`src/rtl/multi_shift_pkg.sv`:
```
`default_nettype none
// ============================================================================
// Module      : multi_shift_pkg
// Description : Shared constants and state encoding for multi_shift_ctrl.
// Revision    : 1.0 - initial release
// ============================================================================
package multi_shift_pkg;

    localparam int c_data_w   = 8;
    localparam int c_amt_w    = 5;
    localparam int c_passes_w = 3;
    localparam int c_max_step = 7;
    localparam int c_step_w   = 3;

    localparam logic [1:0] c_st_idle  = 2'd0;
    localparam logic [1:0] c_st_shift = 2'd1;
    localparam logic [1:0] c_st_done  = 2'd2;

endpackage
`default_nettype wire

```
`src/rtl/multi_shift_if.sv`:
```
`default_nettype none
// ============================================================================
// Module      : multi_shift_if
// Description : Request/result handshake bundle for multi_shift_ctrl.
// Revision    : 1.0 - initial release
// ============================================================================
interface multi_shift_if
    import multi_shift_pkg::*;
#(
    parameter int DATA_W = c_data_w,
    parameter int AMT_W  = c_amt_w
);
    logic                  in_valid;
    logic                  in_ready;
    logic [DATA_W-1:0]     in_data;
    logic [AMT_W-1:0]      in_amt;
    logic                  in_dir;
    logic                  out_valid;
    logic                  out_ready;
    logic [DATA_W-1:0]     out_data;
    logic [c_passes_w-1:0] out_passes;
    logic                  busy;

    // Requester / consumer side
    modport master (
        output in_valid, in_data, in_amt, in_dir, out_ready,
        input  in_ready, out_valid, out_data, out_passes, busy
    );

    // Controller side
    modport slave (
        input  in_valid, in_data, in_amt, in_dir, out_ready,
        output in_ready, out_valid, out_data, out_passes, busy
    );
endinterface
`default_nettype wire

```
`src/rtl/multi_shift_ctrl_barrel_shifter.sv`:
```
`default_nettype none
// ============================================================================
// Module      : barrel_shifter
// Description : Combinational logical shifter, zero fill; dir=1 left, 0 right.
// Revision    : 1.0 - initial release
// ============================================================================
module barrel_shifter #(
    parameter int DATA_W  = 8,
    parameter int SHAMT_W = 3
) (
    input  logic [DATA_W-1:0]  in,
    input  logic [SHAMT_W-1:0] shamt,
    input  logic               dir,
    output logic [DATA_W-1:0]  out
);
    assign out = dir ? (in << shamt) : (in >> shamt);
endmodule
`default_nettype wire

```
`src/rtl/multi_shift_ctrl.sv`:
```
`default_nettype none
// ============================================================================
// Module      : multi_shift_ctrl
// Description : Splits shift requests of up to 31 positions into passes of at
//               most 7 through one barrel_shifter. Optional macro
//               MULTI_SHIFT_SATURATE_EN short-circuits amounts >= DATA_W.
// Revision    : 1.0 - initial release
// ============================================================================
module multi_shift_ctrl
    import multi_shift_pkg::*;
#(
    parameter int DATA_W = c_data_w,
    parameter int AMT_W  = c_amt_w
) (
    input  logic         clk,
    input  logic         rst_n,
    multi_shift_if.slave bus
);
    logic [1:0]            r_state;
    logic [1:0]            w_state_nxt;
    logic [DATA_W-1:0]     r_work;
    logic [AMT_W-1:0]      r_remaining;
    logic                  r_dir;
    logic [c_passes_w-1:0] r_passes;
    logic                  r_out_valid;
    logic                  r_busy;
    logic [DATA_W-1:0]     r_out_data;
    logic [c_passes_w-1:0] r_out_passes;

    logic                  w_last;
    logic [c_step_w-1:0]   w_step;
    logic [DATA_W-1:0]     w_shift_out;
    logic                  w_amt_zero;
    logic                  w_sat;

    assign w_last     = (r_remaining <= AMT_W'(c_max_step));
    assign w_step     = w_last ? r_remaining[c_step_w-1:0] : c_step_w'(c_max_step);
    assign w_amt_zero = (bus.in_amt == '0);

`ifdef MULTI_SHIFT_SATURATE_EN
    assign w_sat = (32'(bus.in_amt) >= DATA_W);
`else
    assign w_sat = 1'b0;
`endif

    barrel_shifter #(
        .DATA_W  (DATA_W),
        .SHAMT_W (c_step_w)
    ) u_barrel_shifter (
        .in    (r_work),
        .shamt (w_step),
        .dir   (r_dir),
        .out   (w_shift_out)
    );

    always_comb begin
        w_state_nxt = r_state;
        case (r_state)
            c_st_idle:  if (bus.in_valid) w_state_nxt = (w_amt_zero || w_sat) ? c_st_done : c_st_shift;
            c_st_shift: if (w_last)       w_state_nxt = c_st_done;
            c_st_done:  if (bus.out_ready) w_state_nxt = c_st_idle;
            default:    w_state_nxt = c_st_idle;
        endcase
    end

    // Handshake flags are registered from the next state so they align with it.
    always_ff @(posedge clk or negedge rst_n) begin
        if (!rst_n) begin
            r_state     <= c_st_idle;
            r_out_valid <= 1'b0;
            r_busy      <= 1'b0;
        end else begin
            r_state     <= w_state_nxt;
            r_out_valid <= (w_state_nxt == c_st_done);
            r_busy      <= (w_state_nxt != c_st_idle);
        end
    end

    always_ff @(posedge clk or negedge rst_n) begin
        if (!rst_n) begin
            r_work       <= '0;
            r_remaining  <= '0;
            r_dir        <= 1'b0;
            r_passes     <= '0;
            r_out_data   <= '0;
            r_out_passes <= '0;
        end else begin
            case (r_state)
                c_st_idle: begin
                    if (bus.in_valid) begin
                        r_work      <= bus.in_data;
                        r_remaining <= bus.in_amt;
                        r_dir       <= bus.in_dir;
                        r_passes    <= '0;
                        if (w_sat) begin
                            r_out_data   <= '0;
                            r_out_passes <= '0;
                        end else if (w_amt_zero) begin
                            r_out_data   <= bus.in_data;
                            r_out_passes <= '0;
                        end
                    end
                end
                c_st_shift: begin
                    r_work      <= w_shift_out;
                    r_remaining <= r_remaining - AMT_W'(w_step);
                    r_passes    <= r_passes + c_passes_w'(1);
                    if (w_last) begin
                        r_out_data   <= w_shift_out;
                        r_out_passes <= r_passes + c_passes_w'(1);
                    end
                end
                default: ;
            endcase
        end
    end

    assign bus.in_ready   = (r_state == c_st_idle);
    assign bus.out_valid  = r_out_valid;
    assign bus.busy       = r_busy;
    assign bus.out_data   = r_out_data;
    assign bus.out_passes = r_out_passes;
endmodule
`default_nettype wire
```
`src/flat_wrapper.sv`:
```
// flat-port wrapper written by rule: the top's interface ports become plain ports
module multi_shift_ctrl_flat import multi_shift_pkg::*;
#(
    parameter int DATA_W = c_data_w,
    parameter int AMT_W  = c_amt_w
)
  (clk, rst_n, bus_in_valid, bus_in_data, bus_in_amt, bus_in_dir, bus_out_ready, bus_in_ready, bus_out_valid, bus_out_data, bus_out_passes, bus_busy);
  multi_shift_if #(.DATA_W(DATA_W), .AMT_W(AMT_W)) bus_i ();
  input  logic clk;
  input  logic rst_n;
  input wire logic [$bits(bus_i.in_valid)-1:0] bus_in_valid;
  input wire logic [$bits(bus_i.in_data)-1:0] bus_in_data;
  input wire logic [$bits(bus_i.in_amt)-1:0] bus_in_amt;
  input wire logic [$bits(bus_i.in_dir)-1:0] bus_in_dir;
  input wire logic [$bits(bus_i.out_ready)-1:0] bus_out_ready;
  output wire logic [$bits(bus_i.in_ready)-1:0] bus_in_ready;
  output wire logic [$bits(bus_i.out_valid)-1:0] bus_out_valid;
  output wire logic [$bits(bus_i.out_data)-1:0] bus_out_data;
  output wire logic [$bits(bus_i.out_passes)-1:0] bus_out_passes;
  output wire logic [$bits(bus_i.busy)-1:0] bus_busy;
  assign bus_i.in_valid = bus_in_valid;
  assign bus_i.in_data = bus_in_data;
  assign bus_i.in_amt = bus_in_amt;
  assign bus_i.in_dir = bus_in_dir;
  assign bus_i.out_ready = bus_out_ready;
  assign bus_in_ready = bus_i.in_ready;
  assign bus_out_valid = bus_i.out_valid;
  assign bus_out_data = bus_i.out_data;
  assign bus_out_passes = bus_i.out_passes;
  assign bus_busy = bus_i.busy;
  multi_shift_ctrl #(.DATA_W(DATA_W), .AMT_W(AMT_W)) u_core (.clk(clk), .rst_n(rst_n), .bus(bus_i));
endmodule
```
`config.mk`:
```
export PLATFORM = sky130hd
export DESIGN_NAME = multi_shift_ctrl_flat
export DESIGN_NICKNAME = d
export VERILOG_FILES = /design/src/rtl/multi_shift_pkg.sv /design/src/rtl/multi_shift_if.sv /design/src/rtl/multi_shift_ctrl_barrel_shifter.sv /design/src/rtl/multi_shift_ctrl.sv /design/src/flat_wrapper.sv
export SDC_FILE = /design/constraint.sdc
export NUM_CORES = 1
export LEC_CHECK = 0
export CORE_ASPECT_RATIO = 1.5
export CORE_MARGIN = 4
export CORE_UTILIZATION = 54
export CTS_CLUSTER_SIZE = 28
export DETAILED_ROUTE_END_ITERATION = 8
export PLACE_DENSITY_LB_ADDON = 0.05
export SLEW_MARGIN = 20
export SYNTH_ARGS = -nofsm -noshare
export SYNTH_HDL_FRONTEND = slang
export SYNTH_SLANG_ARGS = --single-unit
```
`constraint.sdc`:
```
create_clock -name clk -period 2.43 [get_ports clk]
set_clock_uncertainty 0.2 [all_clocks]
set_input_delay 0.243 -clock clk [delete_from_list [all_inputs] [get_ports clk]]
set_output_delay 0.243 -clock clk [all_outputs]
set_load 0.005 [all_outputs]
```
Word-level counts from Yosys, hierarchy flattened
Cells that the tools add are included.

Bits of input ports: 18. Register bits: 32. Output and inout bits: 14. Logic and storage cells: 48.

Shift-type cells: 2. Add/subtract/negate cells: 2. $lt $le $gt $ge: 1. Mux-type cells: 21. Equality and inequality tests: 6. Reduce and logical (&&, ||, !) cells: 7.

Operator list (count): 8-bit two-way mux (5); 8-bit one-hot mux with 2 select lines (2); 3-bit two-way mux (5); 3-bit one-hot mux with 2 select lines (2); 5-bit one-hot mux with 2 select lines (1); 2-bit two-way mux (4); 8-bit by 3-bit left shift with 8-bit output (1); 8-bit by 3-bit right shift with 8-bit output (1); 2-bit one-hot mux with 3 select lines (1); 5-bit by 3-bit <= comparator with 1-bit output (second input constant) (1); 5-bit logical NOT (1); 5-bit two-way mux (1); 5-bit by 3-bit subtractor with 5-bit output (1); 2-bit equality test (second input constant) (2); 2-bit by 1-bit inequality test with 1-bit output (second input constant) (2); 2-bit AND reduction (2); 4-bit AND reduction (1); 2-bit nonzero test (2); 3-bit by 1-bit adder with 3-bit output (second input constant) (1); 2-bit by 1-bit equality test with 1-bit output (second input constant) (1); 2-bit logical NOT (1); 2-bit inequality test (second input constant) (1).

Depth between registers and ports, before layout
Gate-level depths: netlist (run 1).

Depth after elaboration: 6. Depth in mapped cells: 8.

Cells and area by module
A second synthesis (run 1) with hierarchy kept.

Cell total of the unflattened synthesis: 224. Area total of the unflattened synthesis: 2073.2 um2.

Modules (own cells, without submodules): multi_shift_ctrl (sequential area each 800.8 um2, times used 1, area each 1572.8 um2, cells each 146); barrel_shifter (sequential area each 0.0 um2, times used 1, area each 500.5 um2, cells each 78).

Worst setup path before layout (run 1)
Ideal clock, no wire load.

Kind: reg2reg. From: register u_core.r_remaining[0]. To: register u_core.r_work[1]. Setup slack: 515 ps. Library setup time: 134 ps. Data arrival time: 1581 ps. Data required time: 2096 ps. Stages on the path, launching flop included: 7. Cells stage by stage: dfrtp_1 > buf_6 > or4b_4 > o221ai_2 > nor2_1 > a222oi_1 > o21ai_1.

Cells in the longest elaborated chain, start to end: 5. Elaborated cells on any way between the ends: 6. Classes of those cells: order compare: 1; shift: 2; mux: 3.

Ends and longest elaborated chain: start, declared (RTL line multi_shift_ctrl.sv:22) `logic [AMT_W-1:0] r_remaining;`; start signal, assigned (RTL line multi_shift_ctrl.sv:92) `r_remaining <= bus.in_amt;`; start signal, assigned (RTL line multi_shift_ctrl.sv:106) `r_remaining <= r_remaining - AMT_W'(w_step);`; 5-bit by 3-bit <= comparator with 1-bit output (RTL line multi_shift_ctrl.sv:36) `assign w_last = (r_remaining <= AMT_W'(c_max_step));`; 3-bit two-way mux (*) (RTL line multi_shift_ctrl.sv:37) `assign w_step = w_last ? r_remaining[c_step_w-1:0] : c_step_w'(c_max_step);`; 8-bit by 3-bit right shift with 8-bit output / 8-bit by 3-bit left shift with 8-bit output (equally long branches) (RTL line multi_shift_ctrl_barrel_shifter.sv:16) `assign out = dir ? (in << shamt) : (in >> shamt);`; 8-bit two-way mux (*) (RTL line multi_shift_ctrl_barrel_shifter.sv:16); 8-bit one-hot mux with 2 select lines (*) (RTL line multi_shift_ctrl.sv:88) `case (r_state)`; end signal, assigned (RTL line multi_shift_ctrl.sv:91) `r_work <= bus.in_data;`; end signal, assigned (RTL line multi_shift_ctrl.sv:105) `r_work <= w_shift_out;`; end, declared (RTL line multi_shift_ctrl.sv:21) `logic [DATA_W-1:0] r_work;`.

Mark *: on every way between the ends. The rest lies on a longest branch, timed or not. A chain may end at the register's enable or synchronous reset.

Worst setup path in the final report (run 1)
From: register u_core.r_remaining[0]. To: register u_core.r_work[6].

The elaborated chain is that of the path after synthesis.

==> flow_metrics.env, run 1 <==
export IMPL_cp_common_cell="nor2_1"
export IMPL_r2r_start="u_core.r_remaining[0]$_DFFE_PN0P_"
export IMPL_syn_nets=273
export IMPL_r2r_end="u_core.r_work[6]$_DFFE_PN0P_"
export IMPL_cp_start_kind="flip-flop"
export IMPL_grt_pass1_vias=2248
export IMPL_area_growth_pct=23.0
export IMPL_stdcell_area_mm2=0.00264
export IMPL_finalSetupViolCount=0
export IMPL_p_leak_nw=1.05
export IMPL_die_w_um=59.5
export IMPL_cp_end_kind="flip-flop"
export IMPL_async_flop_share=1.00
export IMPL_cts_max_level=2
export IMPL_ant_nets=0
export IMPL_place_area_mm2=0.00256
export IMPL_yosysTopAreaCell="dfrtp_1"
export IMPL_syn_area_mm2=0.00215
export IMPL_setup_ws_ns=0.144
export IMPL_drc=0
export IMPL_multi_input_area_mm2=0.00124
export IMPL_synth_main_ff_cell="dfrtp_1"
export IMPL_min_period_ns=2.29
export IMPL_grt_pass1_wl_um=10900
export IMPL_hpwlAfterDp_um=4790
export IMPL_hold_slack_ns=0.146
export IMPL_vias=2178
export IMPL_finalWirelength_um=6340
export IMPL_layout_drive_gt1_share=0.127
export IMPL_crit_family="flip-flops"
export IMPL_post_cts_buffers=0
export IMPL_routedWlPerCell_um=18.9
export IMPL_worst_path_max_delay_cell="dfrtp_1"
export IMPL_clk_latency_ns=0.28
export IMPL_grt_overflow=0
export IMPL_core_area_mm2=0.00375
export IMPL_regArea_um2=801
export IMPL_crit_fanout=17
export IMPL_yosys_warnings=0
export IMPL_slew_headroom=0.588
export IMPL_die_h_um=85.2
export IMPL_tritoncts="built"
export IMPL_rows=27
export IMPL_cp_arrival_ns=2.24
export IMPL_netlist_top_cells_area="dfrtp_1 37%, nand2_1 5.4%, a21oi_1 3.7%"
export IMPL_yosysTopAreaCellShare=0.373
export IMPL_initial_core_util=0.573
export IMPL_worst_slew_pin_slew_ns=0.613
export IMPL_ys_types=53
export IMPL_crit_buf_inv=0
export IMPL_clockBufferDepth=2
export IMPL_cts_resized=0
export IMPL_dieArea_mm2=0.00507
export IMPL_cp_depth=5
export IMPL_holdBufCountCts=0
export IMPL_n_fill_cell=320
export IMPL_io_buffers=31
export IMPL_syn_area_per_cell_um2=8.49
export IMPL_maxSlewViolCount=0
export IMPL_cts_root_buf="clkbuf_8"
export IMPL_io_pins=32
export IMPL_synth_seq_area_share=0.373
export IMPL_numCtsBuffers=5
export IMPL_drv_cap=0
export IMPL_cp_data_required_time_ns=2.38
export IMPL_path_class="flip-flop to flip-flop"
export IMPL_rrSetupSlack_ns=0.14
export IMPL_ir_drop_mv=0.817
export IMPL_firstDrtPassIters=4
export IMPL_max_freq_mhz=437
export IMPL_track_usage=0.280
export IMPL_yosys_register_bits=32
export IMPL_grt_antenna_before_repair=0
export IMPL_post_place_ws_ns=0.167
export IMPL_synthCells=253
export IMPL_power_density_mw_per_mm2=1420
export IMPL_rr_worst_depth=5
export IMPL_period_share=0.941
export IMPL_viasPerCell=6.50
export IMPL_cp_slowest_stage_delay_ns=0.69
export IMPL_grt_max_degree=33
export IMPL_tns_ns=0
export IMPL_rsz0062_at_grt="false"
export IMPL_synth_edf_count=0
export IMPL_first_iter_violations=147
export IMPL_finalHoldViolCount=0
export IMPL_path_cells="mux2_2 -> a22oi_1 -> nor2_1 -> nor4_1 -> nor2_1"
export IMPL_outcome="finished, final reports clean"
export IMPL_gp_congestion=0.932
export IMPL_nets=312
export IMPL_diodes=0
export IMPL_path_clk_slew_ns=0.06
export IMPL_clock_sinks=32
export IMPL_hold_path_class="input pin to async pin"
cells by family (layout without fill, tap and decap cells):
logic type,Yosys count,in the layout,synth area share
mux,5,5,0.0245
fa+ha+maj,2,2,0.0117
compound gates,94,94,0.296
simple gates,98,98,0.243
xor+xnor,1,1,0.00408
flops,32,32,0.373
buf+inv,21,60,0.0478
final cells by class:
cell class / count / area share
clock inverter: 1 / 0.00190
sequential: 32 / 0.303
tap: 43 / 0.0204
multi-input combinational: 200 / 0.471
timing repair buffer: 50 / 0.172
clock buffer: 6 / 0.0275
inverter: 3 / 0.00427
per-stage QoR:
stage,utilization,total power (W),cells
floorplan,-,0.00249,253
global placement,0.683,0.00331,328
detailed placement,0.683,0.00331,328
CTS,0.704,0.00371,335
global route,0.704,0.00405,335
finish,0.704,0.00374,335
state kept, by name, indices dropped and copies added, names as in the netlist:
name,cells
u_core.r_passes,3
u_core.bus.out_passes,3
u_core.bus.busy,1
u_core.r_remaining,5
u_core.r_state,2
u_core.bus.out_data,8
u_core.bus.out_valid,1
u_core.r_work,8
u_core.r_dir,1
cells in the mapped netlist, drive strengths merged, types with 5 or more instances:
master,count
nor3,8
a211oi,11
a22oi,7
dfrtp,32
nor2,20
o22ai,5
a21oi,17
buf,9
clkbuf,9
nand2,31
nand2b,6
nor2b,10
o21ai,24
a31oi,7
cell usage in the layout (no fill, tap or decap), types with 3 or more instances in the layout:
cell / Yosys / layout
a211oi_1: 8 / 8
a211oi_2: 3 / 3
a21oi_1: 16 / 16
a22oi_1: 7 / 7
a31oi_1: 7 / 7
a32oi_1: 4 / 4
and2_1: 4 / 4
buf_4: 0 / 19
clkbuf_8: 0 / 5
clkdlybuf4s50_1: 0 / 31
dfrtp_1: 32 / 32
inv_1: 3 / 3
mux2i_1: 3 / 3
nand2_1: 31 / 31
nand2b_1: 6 / 6
nand3_1: 3 / 3
nor2_1: 19 / 19
nor2b_1: 10 / 10
nor3_1: 6 / 6
nor4_1: 4 / 4
o21ai_0: 16 / 16
o21ai_1: 8 / 8
o221ai_1: 3 / 3
o22ai_1: 5 / 5
o31ai_1: 4 / 4
worst max-delay path by stage:
stage | end | from | slack (ns)
6_report | u_core.r_work[6]$_DFFE_PN0P_ | u_core.r_remaining[0]$_DFFE_PN0P_ | 0.14
5_1_grt | u_core.r_work[1]$_DFFE_PN0P_ | u_core.r_remaining[0]$_DFFE_PN0P_ | 0.05
4_1_cts | u_core.r_work[6]$_DFFE_PN0P_ | u_core.r_remaining[0]$_DFFE_PN0P_ | 0.19
3_5_place_dp | u_core.bus.out_data[5]$_DFFE_PN0P_ | bus_in_amt[0] | 0.17
3_3_place_gp | u_core.r_work[6]$_DFFE_PN0P_ | u_core.r_remaining[0]$_DFFE_PN0P_ | 0.20
2_1_floorplan | u_core.r_work[1]$_DFFE_PN0P_ | u_core.r_remaining[0]$_DFFE_PN0P_ | 0.51
power breakdown:
group	leakage, nW	internal (W)	switching [W]	total [W]
sequential	0.398	0.000785	0.000405	0.00119
combinational	0.615	0.00100	0.00116	0.00216
clock	0.0410	0.000194	0.000192	0.000386
total	1.05	0.00198	0.00176	0.00374
metal layers:
metal / wire length (µm) / vias up / global-route usage
met5: 0 / - / 0
met4: 248 / 0 / 0.163
met3: 349 / 26 / 0.0457
met2: 3170 / 106 / 0.436
met1: 2570 / 1022 / 0.357
li1: - / 1024 / -
Note: power is estimated with default switching activity, not from simulation.
==> run 2, diff against run 1 <==
--- a/config.mk
+++ b/config.mk
@@ -10,7 +10,7 @@
 export CORE_UTILIZATION = 54
 export CTS_CLUSTER_SIZE = 28
 export DETAILED_ROUTE_END_ITERATION = 8
-export PLACE_DENSITY_LB_ADDON = 0.05
+export PLACE_DENSITY = 0.8
 export SLEW_MARGIN = 20
 export SYNTH_ARGS = -nofsm -noshare
 export SYNTH_HDL_FRONTEND = slang
==> flow_metrics.env, run 2 (synthesis results as in run 1) <==
export IMPL_outcome="finished, final reports clean"
export IMPL_place_area_mm2=0.00255
export IMPL_io_buffers=31
export IMPL_max_freq_mhz=436
export IMPL_slew_headroom=0.657
export IMPL_vias=2215
export IMPL_ir_drop_mv=0.851
export IMPL_track_usage=0.267
export IMPL_p_leak_nw=1.05
export IMPL_clock_sinks=32
export IMPL_hpwlAfterDp_um=4630
export IMPL_min_period_ns=2.29
export IMPL_drv_cap=0
export IMPL_routedWlPerCell_um=19.0
export IMPL_hold_slack_ns=0.170
export IMPL_tritoncts="built"
export IMPL_grt_pass1_vias=2171
export IMPL_crit_fanout=12
export IMPL_cts_root_buf="clkbuf_8"
export IMPL_cts_max_level=2
export IMPL_period_share=0.944
export IMPL_nets=310
export IMPL_stdcell_area_mm2=0.00265
export IMPL_clockBufferDepth=2
export IMPL_r2r_start="u_core.r_remaining[3]$_DFFE_PN0P_"
export IMPL_path_clk_slew_ns=0.07
export IMPL_initial_core_util=0.573
export IMPL_numCtsBuffers=5
export IMPL_layout_common_cells="31 x nand2_1, 31 x clkdlybuf4s50_1, 31 x dfrtp_1"
export IMPL_viasPerCell=6.65
export IMPL_diodes=0
export IMPL_globalRouteMet2Util=0.426
export IMPL_rsz0062_at_grt="false"
export IMPL_hold_path_class="input pin to async pin"
export IMPL_grt_use_met3=0.0472
export IMPL_ant_nets=0
export IMPL_grt_overflow=0
export IMPL_gp_congestion=1.00
export IMPL_rr_worst_depth=5
export IMPL_die_w_um=59.5
export IMPL_drc=0
export IMPL_grt_antenna_before_repair=0
export IMPL_rrSetupSlack_ns=0.14
export IMPL_met1_usage=0.342
export IMPL_io_pins=32
export IMPL_cp_start_kind="flip-flop"
export IMPL_first_iter_violations=176
export IMPL_core_area_mm2=0.00375
export IMPL_worst_slew_pin_slew_ns=0.501
export IMPL_finalWirelength_um=6320
export IMPL_cp_arrival_ns=2.24
export IMPL_grt_busiest_layer="met2"
export IMPL_grt_pass1_wl_um=10400
export IMPL_tns_ns=0
export IMPL_path_class="flip-flop to flip-flop"
export IMPL_rows=27
export IMPL_r2r_end="u_core.r_work[0]$_DFFE_PN0P_"
export IMPL_n_fill_cell=322
export IMPL_finalSetupViolCount=0
export IMPL_layout_drive_gt1_share=0.131
export IMPL_maxSlewViolCount=0
export IMPL_firstDrtPassIters=4
export IMPL_area_growth_pct=23.3
export IMPL_die_h_um=85.2
export IMPL_final_util=0.706
export IMPL_grt_max_degree=33
export IMPL_cp_end_kind="flip-flop"
export IMPL_clk_latency_ns=0.29
export IMPL_finalHoldViolCount=0
export IMPL_power_density_mw_per_mm2=1430
export IMPL_dieArea_mm2=0.00507
export IMPL_cp_data_required_time_ns=2.38
[run 2: cell count changes in the layout (fill, tap and decap cells not counted), sizes merged]
cell    before  now
clkbuf       6    7
clkinv       1    0
buf         19   17
[run 2: how the worst max path moves through the flow]
stage,start,end,slack (ns),cells past startpoint
final,u_core.r_remaining[3]$_DFFE_PN0P_,u_core.r_work[0]$_DFFE_PN0P_,0.14,5
after global routing,u_core.r_remaining[3]$_DFFE_PN0P_,u_core.r_work[0]$_DFFE_PN0P_,0.02,5
after CTS,u_core.r_remaining[3]$_DFFE_PN0P_,u_core.bus.out_data[5]$_DFFE_PN0P_,0.06,5
after detailed placement,bus_in_amt[0],u_core.bus.out_data[5]$_DFFE_PN0P_,0.11,6
after global placement,bus_in_amt[0],u_core.bus.out_data[5]$_DFFE_PN0P_,0.19,6
after floorplan,u_core.r_remaining[0]$_DFFE_PN0P_,u_core.r_work[1]$_DFFE_PN0P_,0.51,6
[run 2: layer usage]
layer | up-vias | wire length [µm]
met5 | - | 0
met4 | 0 | 169
met3 | 19 | 471
met2 | 118 | 3160
met1 | 1056 | 2520
li1 | 1022 | -
[run 2: final cells by class]
| type | instances | area (µm²) | share of cell area |
|---|---|---|---|
| clock buffers | 7 | 96.3 | 0.0364 |
| multi-input cells | 200 | 1250 | 0.471 |
| inverters | 3 | 11.3 | 0.00425 |
| repair buffers | 48 | 438 | 0.165 |
| well taps | 43 | 53.8 | 0.0203 |
| flip-flops and latches | 32 | 802 | 0.303 |
[run 2: worst max-delay path, stage by stage, from the launching register on]
cell	delay, ns
dfrtp_1	0.54
or3_1	0.57
nor3_1	0.33
nor4_1	0.09
a21oi_1	0.27
o221ai_1	0.15
[run 2: power breakdown]
part           switching [W]  internal [W]
Sequential          0.000409      0.000787
Clock               0.000193      0.000252
Combinational        0.00115      0.000985
Total                0.00175       0.00202
[run 2: timing repair]
action	in CTS	in global routing
gates resized for setup	0	2
endpoints found under the setup margin	0	3
hold buffers	0	0
buffers inserted	0	0
[run 2: metrics by stage]
stage,cells,worst slack [ns],total power (W)
4_1_cts,333,0.0600,0.00374
6_report,333,0.137,0.00378
2_1_floorplan,253,0.515,0.00249
3_3_place_gp,326,0.194,0.00326
3_5_place_dp,326,0.105,0.00328
5_1_grt,333,0.0234,0.00406
==> run 3, diff against run 2 <==
--- a/config.mk
+++ b/config.mk
@@ -10,6 +10,7 @@
 export CORE_UTILIZATION = 54
 export CTS_CLUSTER_SIZE = 28
 export DETAILED_ROUTE_END_ITERATION = 8
+export HOLD_SLACK_MARGIN = 0.15
 export PLACE_DENSITY = 0.8
 export SLEW_MARGIN = 20
 export SYNTH_ARGS = -nofsm -noshare
==> results of run 3 <==
Final layout, timing and power as in run 2 (identical DEF).
